--- config.mk ---
export PLATFORM = sky130hd
export DESIGN_NAME = wb_write_arbiter
export DESIGN_NICKNAME = d
export VERILOG_FILES = /design/src/rtl/wb_write_arbiter_pkg.sv /design/src/rtl/wb_write_arbiter_md_result_fifo.sv /design/src/rtl/wb_write_arbiter.sv
export SDC_FILE = /design/constraint.sdc
export NUM_CORES = 1
export LEC_CHECK = 0
export CELL_PAD_IN_SITES_DETAIL_PLACEMENT = 0
export CELL_PAD_IN_SITES_GLOBAL_PLACEMENT = 1
export CORE_ASPECT_RATIO = 1.1
export CORE_MARGIN = 1
export CORE_UTILIZATION = 40
export CTS_BUF_LIST = sky130_fd_sc_hd__clkbuf_8
export DETAILED_ROUTE_END_ITERATION = 10
export GPL_TIMING_DRIVEN = 0
export HOLD_SLACK_MARGIN = 0.06
export MAX_ROUTING_LAYER = met4
export PLACE_DENSITY_LB_ADDON = 0.1
export SYNTH_ARGS = -nofsm -noshare
export SYNTH_HDL_FRONTEND = slang
export SYNTH_SLANG_ARGS = --single-unit
export TNS_END_PERCENT = 30
--- constraint.sdc ---
create_clock -name clk -period 3.15 [get_ports clk]
set_input_delay 0.4725 -clock clk [delete_from_list [all_inputs] [get_ports clk]]
set_output_delay 0.4725 -clock clk [all_outputs]
set_load 0.05 [all_outputs]
--- src/rtl/wb_write_arbiter_pkg.sv ---
// Shared types and constants for the register-file write-port arbiter.
package wb_write_arbiter_pkg;

  localparam int unsigned DATA_BITS_DEF = 32;
  localparam int unsigned ADDR_BITS_DEF = 5;

  localparam logic [ADDR_BITS_DEF-1:0] REG_ZERO = '0;

  // Write request from either producer (pipeline writeback or mul/div result)
  typedef struct packed {
    logic                     valid;
    logic [ADDR_BITS_DEF-1:0] addr;
    logic [DATA_BITS_DEF-1:0] data;
  } wr_req_t;

endpackage

--- src/rtl/wb_write_arbiter_md_result_fifo.sv ---
// Small synchronous FIFO holding mul/div results until they win the write port.
module md_result_fifo #(
  parameter int unsigned WIDTH = 37,
  parameter int unsigned DEPTH = 2
) (
  input  logic             clk,
  input  logic             rst_n,
  input  logic             i_push,
  input  logic [WIDTH-1:0] i_push_data,
  input  logic             i_pop,
  output logic [WIDTH-1:0] o_head,
  output logic             o_full,
  output logic             o_empty
);

  localparam int unsigned PTR_BITS = (DEPTH > 1) ? $clog2(DEPTH) : 1;
  localparam int unsigned CNT_BITS = $clog2(DEPTH + 1);

  logic [WIDTH-1:0]    r_mem [DEPTH];
  logic [PTR_BITS-1:0] r_wr_ptr;
  logic [PTR_BITS-1:0] r_rd_ptr;
  logic [CNT_BITS-1:0] r_count;
  logic                w_do_push;
  logic                w_do_pop;

  assign o_full    = (r_count == CNT_BITS'(DEPTH));
  assign o_empty   = (r_count == '0);
  assign o_head    = r_mem[r_rd_ptr];
  assign w_do_pop  = i_pop && !o_empty;
  // A pop in the same cycle frees the slot a push into a full FIFO needs
  assign w_do_push = i_push && (!o_full || w_do_pop);

  always_ff @(posedge clk or negedge rst_n) begin
    if (!rst_n) begin
      r_wr_ptr <= '0;
      r_rd_ptr <= '0;
      r_count  <= '0;
    end else begin
      if (w_do_push) begin
        r_wr_ptr <= r_wr_ptr + PTR_BITS'(1);
      end
      if (w_do_pop) begin
        r_rd_ptr <= r_rd_ptr + PTR_BITS'(1);
      end
      if (w_do_push && !w_do_pop) begin
        r_count <= r_count + CNT_BITS'(1);
      end else if (!w_do_push && w_do_pop) begin
        r_count <= r_count - CNT_BITS'(1);
      end
    end
  end

  always_ff @(posedge clk) begin
    if (w_do_push) begin
      r_mem[r_wr_ptr] <= i_push_data;
    end
  end

endmodule

--- src/rtl/wb_write_arbiter.sv ---
// Sole driver of the register-file write port: merges pipeline writeback with
// out-of-order mul/div results and tracks registers awaiting a mul/div write.
module wb_write_arbiter
  import wb_write_arbiter_pkg::*;
#(
  parameter int unsigned DATA_BITS    = DATA_BITS_DEF,
  parameter int unsigned ADDR_BITS    = ADDR_BITS_DEF,
  parameter int unsigned DEPTH        = 1 << ADDR_BITS,
  parameter int unsigned MD_DEPTH     = 2,
  parameter int unsigned STARVE_LIMIT = 4
) (
  input  logic                 clk,
  input  logic                 rst_n,
  input  logic                 wb_valid,
  input  logic [ADDR_BITS-1:0] wb_addr,
  input  logic [DATA_BITS-1:0] wb_data,
  output logic                 wb_stall,
  input  logic                 md_issue,
  input  logic [ADDR_BITS-1:0] md_issue_addr,
  input  logic                 md_valid,
  output logic                 md_ready,
  input  logic [ADDR_BITS-1:0] md_addr,
  input  logic [DATA_BITS-1:0] md_data,
  input  logic [ADDR_BITS-1:0] q_a_addr,
  input  logic [ADDR_BITS-1:0] q_b_addr,
  output logic                 q_a_busy,
  output logic                 q_b_busy,
  output logic                 WriteEnable,
  output logic [ADDR_BITS-1:0] DAddress,
  output logic [DATA_BITS-1:0] DData
);

  localparam int unsigned ENTRY_BITS = ADDR_BITS + DATA_BITS;
  localparam int unsigned CNT_BITS   = $clog2(STARVE_LIMIT + 1);

  logic                  w_fifo_push;
  logic                  w_fifo_pop;
  logic                  w_fifo_full;
  logic                  w_fifo_empty;
  logic [ENTRY_BITS-1:0] w_fifo_head;
  logic [ADDR_BITS-1:0]  w_head_addr;
  logic [DATA_BITS-1:0]  w_head_data;

  logic [CNT_BITS-1:0]   r_starve;
  logic                  w_stall;
  logic                  w_eff_wb;
  wr_req_t               w_win;
  logic                  w_do_write;

  logic                  r_we;
  logic [ADDR_BITS-1:0]  r_daddr;
  logic [DATA_BITS-1:0]  r_ddata;

  logic [DEPTH-1:0]      r_busy;
  logic [DEPTH-1:0]      w_busy_d;

  // ---------------------------------------------------------------------------
  // Mul/div result buffer
  // ---------------------------------------------------------------------------
  assign md_ready    = !w_fifo_full;
  assign w_fifo_push = md_valid && md_ready;

  md_result_fifo #(
    .WIDTH (ENTRY_BITS),
    .DEPTH (MD_DEPTH)
  ) u_md_result_fifo (
    .clk         (clk),
    .rst_n       (rst_n),
    .i_push      (w_fifo_push),
    .i_push_data ({md_addr, md_data}),
    .i_pop       (w_fifo_pop),
    .o_head      (w_fifo_head),
    .o_full      (w_fifo_full),
    .o_empty     (w_fifo_empty)
  );

  assign w_head_addr = w_fifo_head[ENTRY_BITS-1:DATA_BITS];
  assign w_head_data = w_fifo_head[DATA_BITS-1:0];

  // ---------------------------------------------------------------------------
  // Arbitration: pipeline has priority until the mul/div head has waited long
  // enough, then the pipeline is held for exactly one cycle.
  // ---------------------------------------------------------------------------
  assign w_stall    = (r_starve == CNT_BITS'(STARVE_LIMIT)) && !w_fifo_empty;
  assign wb_stall   = w_stall;
  assign w_eff_wb   = wb_valid && !w_stall;
  assign w_fifo_pop = !w_eff_wb && !w_fifo_empty;

  always_comb begin
    w_win = '0;
    if (w_eff_wb) begin
      w_win.valid = 1'b1;
      w_win.addr  = wb_addr;
      w_win.data  = wb_data;
    end else if (w_fifo_pop) begin
      w_win.valid = 1'b1;
      w_win.addr  = w_head_addr;
      w_win.data  = w_head_data;
    end
  end

  // Register 0 winners are consumed but never reach the register file
  assign w_do_write = w_win.valid && (w_win.addr != REG_ZERO);

  always_ff @(posedge clk or negedge rst_n) begin
    if (!rst_n) begin
      r_starve <= '0;
    end else if (w_eff_wb && !w_fifo_empty) begin
      if (r_starve != CNT_BITS'(STARVE_LIMIT)) begin
        r_starve <= r_starve + CNT_BITS'(1);
      end
    end else if (w_fifo_pop) begin
      r_starve <= '0;
    end
  end

  // ---------------------------------------------------------------------------
  // Registered write port; address/data hold when no write is issued
  // ---------------------------------------------------------------------------
  always_ff @(posedge clk or negedge rst_n) begin
    if (!rst_n) begin
      r_we    <= 1'b0;
      r_daddr <= '0;
      r_ddata <= '0;
    end else begin
      r_we <= w_do_write;
      if (w_do_write) begin
        r_daddr <= w_win.addr;
        r_ddata <= w_win.data;
      end
    end
  end

  assign WriteEnable = r_we;
  assign DAddress    = r_daddr;
  assign DData       = r_ddata;

  // ---------------------------------------------------------------------------
  // Pending-write scoreboard; a new issue overrides a same-cycle retirement
  // ---------------------------------------------------------------------------
  always_comb begin
    w_busy_d = r_busy;
    if (w_fifo_pop) begin
      w_busy_d[w_head_addr] = 1'b0;
    end
    if (md_issue && (md_issue_addr != REG_ZERO)) begin
      w_busy_d[md_issue_addr] = 1'b1;
    end
  end

  always_ff @(posedge clk or negedge rst_n) begin
    if (!rst_n) begin
      r_busy <= '0;
    end else begin
      r_busy <= w_busy_d;
    end
  end

  assign q_a_busy = r_busy[q_a_addr] && (q_a_addr != REG_ZERO);
  assign q_b_busy = r_busy[q_b_addr] && (q_b_addr != REG_ZERO);

endmodule
# Word-level counts from Yosys, hierarchy flattened
# Memories as Yosys holds them, arrays and structs flattened.
# Index checks and enable logic that the tools add are counted.
# totals
latch_bits,0
rom_bits,0
out_inout_bits,42
ff_bits,77
input_bits,94
mem_count,1
ramBits,74
elab_cells,76
# mem_list
name,depth,word_bits,read_ports,rd_clocked_by_memory_dff,write_ports,line,text
u_md_result_fifo.r_mem,2,37,1,0,1,wb_write_arbiter_md_result_fifo.sv:19,logic [WIDTH-1:0] r_mem [DEPTH];
# op_classes
shift,0
n_lt_le_gt_ge,6
n_eq_ne,4
n_mul,0
n_bitwise,3
addsub,5
n_reduce_logical,30
div_mod_pow,0
n_mux,19
# ops
operator,n
38-bit 2-to-1 mux,2
32-bit 2-to-1 mux,2
32-bit AND,1
32-bit inverter,1
32-bit OR,1
5-bit by 6-bit less-than comparator with 1-bit output (second input constant),4
5-bit nonzero test,4
1-bit logical AND,15
1-bit binary-select mux with 5-bit select,2
1-bit demux with 5-bit select,2
5-bit by 1-bit greater-or-equal comparator with 1-bit output (second input constant),2
3-bit 2-to-1 mux,3
1-bit zero test,6
1-bit 2-to-1 mux,6
2-bit 2-to-1 mux,2
2-bit nonzero test,2
3-bit by 1-bit adder with 3-bit output (second input constant),1
3-bit equality test (second input constant),1
3-bit inequality test (second input constant),1
1-bit adder (second input constant),2
2-bit by 1-bit adder with 2-bit output (second input constant),1
2-bit equality test (second input constant),1
2-bit zero test,1
2-bit by 1-bit inequality test with 1-bit output (second input constant),1
other kinds (3),3

# Logic depth before layout (Yosys ltp)
# depth
word_depth,14
depth_mapped,9
mapped_depth_nobuf,9

# Hierarchy
# Synthesis repeated with hierarchy kept, for this count alone.
# hier_totals
hier_cells,494
hier_area_um2,7118.1
# modules_own_cells
module,area_per_inst_um2,cells_per_inst,seq_area_each_um2,instances
wb_write_arbiter,4155.2,359,1801.7,1
md_result_fifo,2962.8,135,2322.2,1

# Worst setup path before layout
# No wires, ideal clock.
# synth_timing
path_type,register to register
startpoint,register u_md_result_fifo.r_count[0]
endpoint,"memory u_md_result_fifo.r_mem[0][0], enable pin"
required_time_ns,2.719
path_slack_ns,0.049
t_arrival_ns,2.669
stages_incl_launch_ff,4
path_buffers,0
setup_time_ns,0.431
synth_period_minus_slack_ns,3.101
cell_sequence,dfrtp_1 nand2b_1 nand2_1 nor2_1
# synth_via
elab_cells_between_ends,15
cone_classes,eq/ne (1); mux (2); reduce/logical (12)
# synth_rtl
element,line,text
start: declaration,wb_write_arbiter_md_result_fifo.sv:22,logic [CNT_BITS-1:0] r_count;
start signal: assignment,wb_write_arbiter_md_result_fifo.sv:46,r_count <= r_count + CNT_BITS'(1);
start signal: assignment,wb_write_arbiter_md_result_fifo.sv:48,r_count <= r_count - CNT_BITS'(1);
2-bit equality test *,wb_write_arbiter_md_result_fifo.sv:26,assign o_full = (r_count == CNT_BITS'(DEPTH));
1-bit zero test *,wb_write_arbiter.sv:60,assign md_ready = !w_fifo_full;
via md_ready,wb_write_arbiter.sv:21,"output logic md_ready,"
1-bit logical AND / 1-bit logical OR (equally long branches),"wb_write_arbiter.sv:61, wb_write_arbiter_md_result_fifo.sv:31",
1-bit logical AND *,wb_write_arbiter_md_result_fifo.sv:31,assign w_do_push = i_push && (!o_full || w_do_pop);
1-bit 2-to-1 mux *,wb_write_arbiter_md_result_fifo.sv:54,if (w_do_push) begin
1-bit 2-to-1 mux (not written as such) *,wb_write_arbiter_md_result_fifo.sv:55,r_mem[r_wr_ptr] <= i_push_data;
end: declaration,wb_write_arbiter_md_result_fifo.sv:19,
# The timed path passes the listed nets; every way through them passes the cells marked *.

# Final worst setup path
# layout_timing
startpoint,register u_md_result_fifo.r_count[0]
endpoint,output wb_stall
# layout_via
elab_chain_cells,3
# layout_lines
element,line,text
2-bit zero test,wb_write_arbiter_md_result_fifo.sv:27,assign o_empty = (r_count == '0);
1-bit zero test,wb_write_arbiter.sv:84,assign w_stall = (r_starve == CNT_BITS'(STARVE_LIMIT)) && !w_fifo_empty;
1-bit logical AND,wb_write_arbiter.sv:84,
end: declaration,wb_write_arbiter.sv:17,"output logic wb_stall,"
# No other way between the ends.

==> flow_metrics.env <==
export IMPL_cp_slowest_stage_delay_ps=720
export IMPL_synthXorXnorAreaFrac=0.006338
export IMPL_synth_area_sq_um=6909
export IMPL_fp_dieArea_sq_um=17800
export IMPL_yosys_warnings=0
export IMPL_worstPathCellList="nor2_2 -> clkbuf_2 -> nor2_1 -> clkdlybuf4s50_1"
export IMPL_drt_iter0_drc=301
export IMPL_drive_gt1_frac=0.1501
export IMPL_grt_overflow=0
export IMPL_skew_ps=14.90
export IMPL_dpl_hpwl_mm=12.61
export IMPL_hp_class="in -> reg"
export IMPL_finalCritPeriodShare=0.9055
export IMPL_die_w_um=127.3
export IMPL_p_leak_nw=3.459
export IMPL_synth_top_family_by_area="multiplexers"
export IMPL_syn_nets=621
export IMPL_clkTransAtPathRegs_ps=90
export IMPL_synth_edf_count=74
export IMPL_critPathRequiredTime_ps=2680
export IMPL_path_buf_inv=2
export IMPL_clock_root_buffer="clkbuf_8"
export IMPL_finalCriticalPeriod_ps=2852
export IMPL_max_slew_margin=0.5206
export IMPL_postLayoutCoreUtil=0.5283
export IMPL_synth_top_area_frac=0.3216
export IMPL_grt_pass1_wl_mm=27.33
export IMPL_ys_top_cells_by_area="edfxtp_1 32%, dfrtp_1 28%, mux2i_1 6.8%"
export IMPL_async_flop_share=0.5067
export IMPL_route_vias_total=4852
export IMPL_finalNonFillerCells=922
export IMPL_yosysTopAreaCell="edfxtp_1"
export IMPL_crit_path_max_fanout=19
export IMPL_area_growth_pct=29.63
export IMPL_synth_most_common_cell="dfrtp_1"
export IMPL_syn_avg_cell_area_sq_um=13.19
export IMPL_antenna_left=0
export IMPL_cts_num_sinks=150
export IMPL_die_h_um=139.8
export IMPL_routed_wl_mm=17.20
export IMPL_gp_congestion=0.7998
export IMPL_rows=50
export IMPL_cts_buffers=17
export IMPL_path_class="reg -> out"
export IMPL_cts_htree_levels=4
export IMPL_maxSlewViolCount=0
export IMPL_first_global_vias=5082
export IMPL_yosys_mux_area_fraction=0.1713
export IMPL_ys_types=43
export IMPL_tritoncts="built"
export IMPL_endpoint_kind="primary output"
export IMPL_initial_utilization=0.4075
export IMPL_critPathLaunchType="flop"
export IMPL_yosys_area_share_adder=0.005433
export IMPL_nets=770
export IMPL_avgRoutedWirePerCell_um=18.65
export IMPL_finalHoldViolations=0
export IMPL_rsz0062_at_grt="false"
export IMPL_final_setup_viol_count=0
export IMPL_max_cap_viol_count=0
export IMPL_path_delay_family="buffers and inverters"
export IMPL_cp_slowest_cell="clkdlybuf4s50_1"
export IMPL_clkLatencyLatePin_ps=450
export IMPL_peakVddDrop_mv=0.3990
export IMPL_antenna_found_initial=2
export IMPL_synth_compound_area_share=0.1226
export IMPL_ioPinCount=136
export IMPL_clk_path_buf_depth=2
export IMPL_coreArea_sq_um=16950
export IMPL_port_buffers=127
export IMPL_worst_pin_slew_ps=712.6
export IMPL_synthSimpleGateAreaFrac=0.07226
export IMPL_status="finished clean"
export IMPL_ys_seq_elements=150
export IMPL_viasPerCell=5.262
export IMPL_dp_cells=888
export IMPL_yosys_top_cells_count="76 x dfrtp_1, 74 x edfxtp_1, 69 x o21ai_0, 56 x nand2_1, 47 x mux2i_1"
export IMPL_grt_max_degree=61
export IMPL_yosysSeqAreaShare=0.5969
export IMPL_netlist_instances=524
export IMPL_ys_flop_type="dfrtp_1"
export IMPL_drtPass1Iterations=7
export IMPL_groute_usage_overall=0.2115
export IMPL_cp_arrival_ps=2380
export IMPL_route_detailed_drc=0
export IMPL_p_per_area_nw_per_um2=923.6
export IMPL_fmax_ghz=0.3506
timing repair:
item                                    4_1_cts  5_1_grt
resized for setup                             1        2
endpoints found under the setup margin        1        2
hold buffers                                  1        0
setup buffers                                 0        0
hold endpoints to repair                     16        0
gates cloned                                  0        0
pin swaps                                     0        0
worst reg2reg max path: cells and delay by family, from the launching register on:
family / cells / cell delay (ps)
flip-flops: 1 / 420
AO/OA/AOI/OAI: 2 / 760
multiplexers: 1 / 320
adder cells (fa/ha/maj): 1 / 140
AND/OR/NAND/NOR: 2 / 500
buffers and inverters: 2 / 320
report_power, final:
group          internal, W  total (W)  switching, W
sequential         0.00279    0.00321      0.000423
combinational      0.00150    0.00365       0.00215
clock             0.000649    0.00141      0.000759
total              0.00494    0.00827       0.00333
per-layer routing:
layer  track usage  vias up  routed length, um
met3       0.05075       21                741
li1              -     2282                  -
met1        0.2375     2434               6909
met4       0.06830        0                301
met2        0.3678      115               9247
met5             -        -                  0
cell usage in the layout, fill, tap and decap left out, types with 3 or more instances in the layout:
cell type,Yosys,final
buf_16,0,3
mux2_4,25,25
a221o_1,4,4
o21ai_0,69,69
nor2_1,13,12
nand3_1,6,6
dfrtp_1,76,76
nand3b_1,8,8
nand2b_1,7,7
clkbuf_1,15,13
clkbuf_8,0,18
mux2i_1,47,47
clkinvlp_4,0,4
xnor2_1,3,3
edfxtp_1,74,74
inv_1,8,9
buf_2,10,10
mux2_2,10,10
nand2_1,56,56
o31ai_1,39,39
a21oi_1,6,6
ha_1,3,3
o22ai_1,5,5
clkinv_4,0,5
clkdlybuf4s50_1,0,124
buf_6,3,3
mux4_2,10,10
state kept, by name (all words and copies together), names as in the netlist:
register	cells
u_md_result_fifo.r_wr_ptr	1
u_md_result_fifo.r_mem	74
WriteEnable	1
r_busy	31
u_md_result_fifo.r_rd_ptr	1
DAddress	5
DData	32
u_md_result_fifo.r_count	2
r_starve	3
final timing paths:
kind / startpoint / to / slack [ps] / depth (start not counted)
setup reg to reg: r_starve[0] / DData[25] / 580 / 8
setup / recovery: u_md_result_fifo.r_count[0] / wb_stall / 300 / 4
min in group asynchronous: rst_n / DData[1] / 440 / 2
hold reg to reg: DData[0] / DData[0] / 510 / 1
hold / removal: md_issue_addr[0] / r_busy[16] / 340 / 2
max in group asynchronous: rst_n / DData[2] / 2110 / 3
logic make-up after synthesis:
logic type / count (synthesis)
AO/OA/AOI/OAI: 133
flip-flops: 150
AND/OR/NAND/NOR: 104
adder cells (fa/ha/maj): 3
XOR/XNOR: 5
multiplexers: 92
buffers and inverters: 37
layout make-up:
cell class                 count  area, sq um
inverter                       9        33.78
tap                          234        292.8
clock buffer                  18        247.7
timing repair buffer         131         1366
buffer                        27        137.6
fill                        1497         7998
multi-input combinational    337         2620
sequential                   150         4124
antenna                        2        5.005
clock inverter                14        128.9
stage by stage:
step | area [sq um] | setup TNS, ps | total power, W | hold WS [ps] | setup WS [ps]
6_report | 8956 | 0 | 0.008272 | 336.9 | 297.6
5_1_grt | 8956 | 0 | 0.008722 | 320.3 | 162.6
3_3_place_gp | 8473 | -133110 | 0.006807 | 476.3 | -1278
2_1_floorplan | 6909 | 0 | 0.005643 | 176.9 | 49.20
4_1_cts | 8946 | 0 | 0.008360 | 311.5 | 22.33
3_5_place_dp | 8562 | 0 | 0.006945 | 372.0 | 31.83
Note: power is estimated with default switching activity, not from simulation.
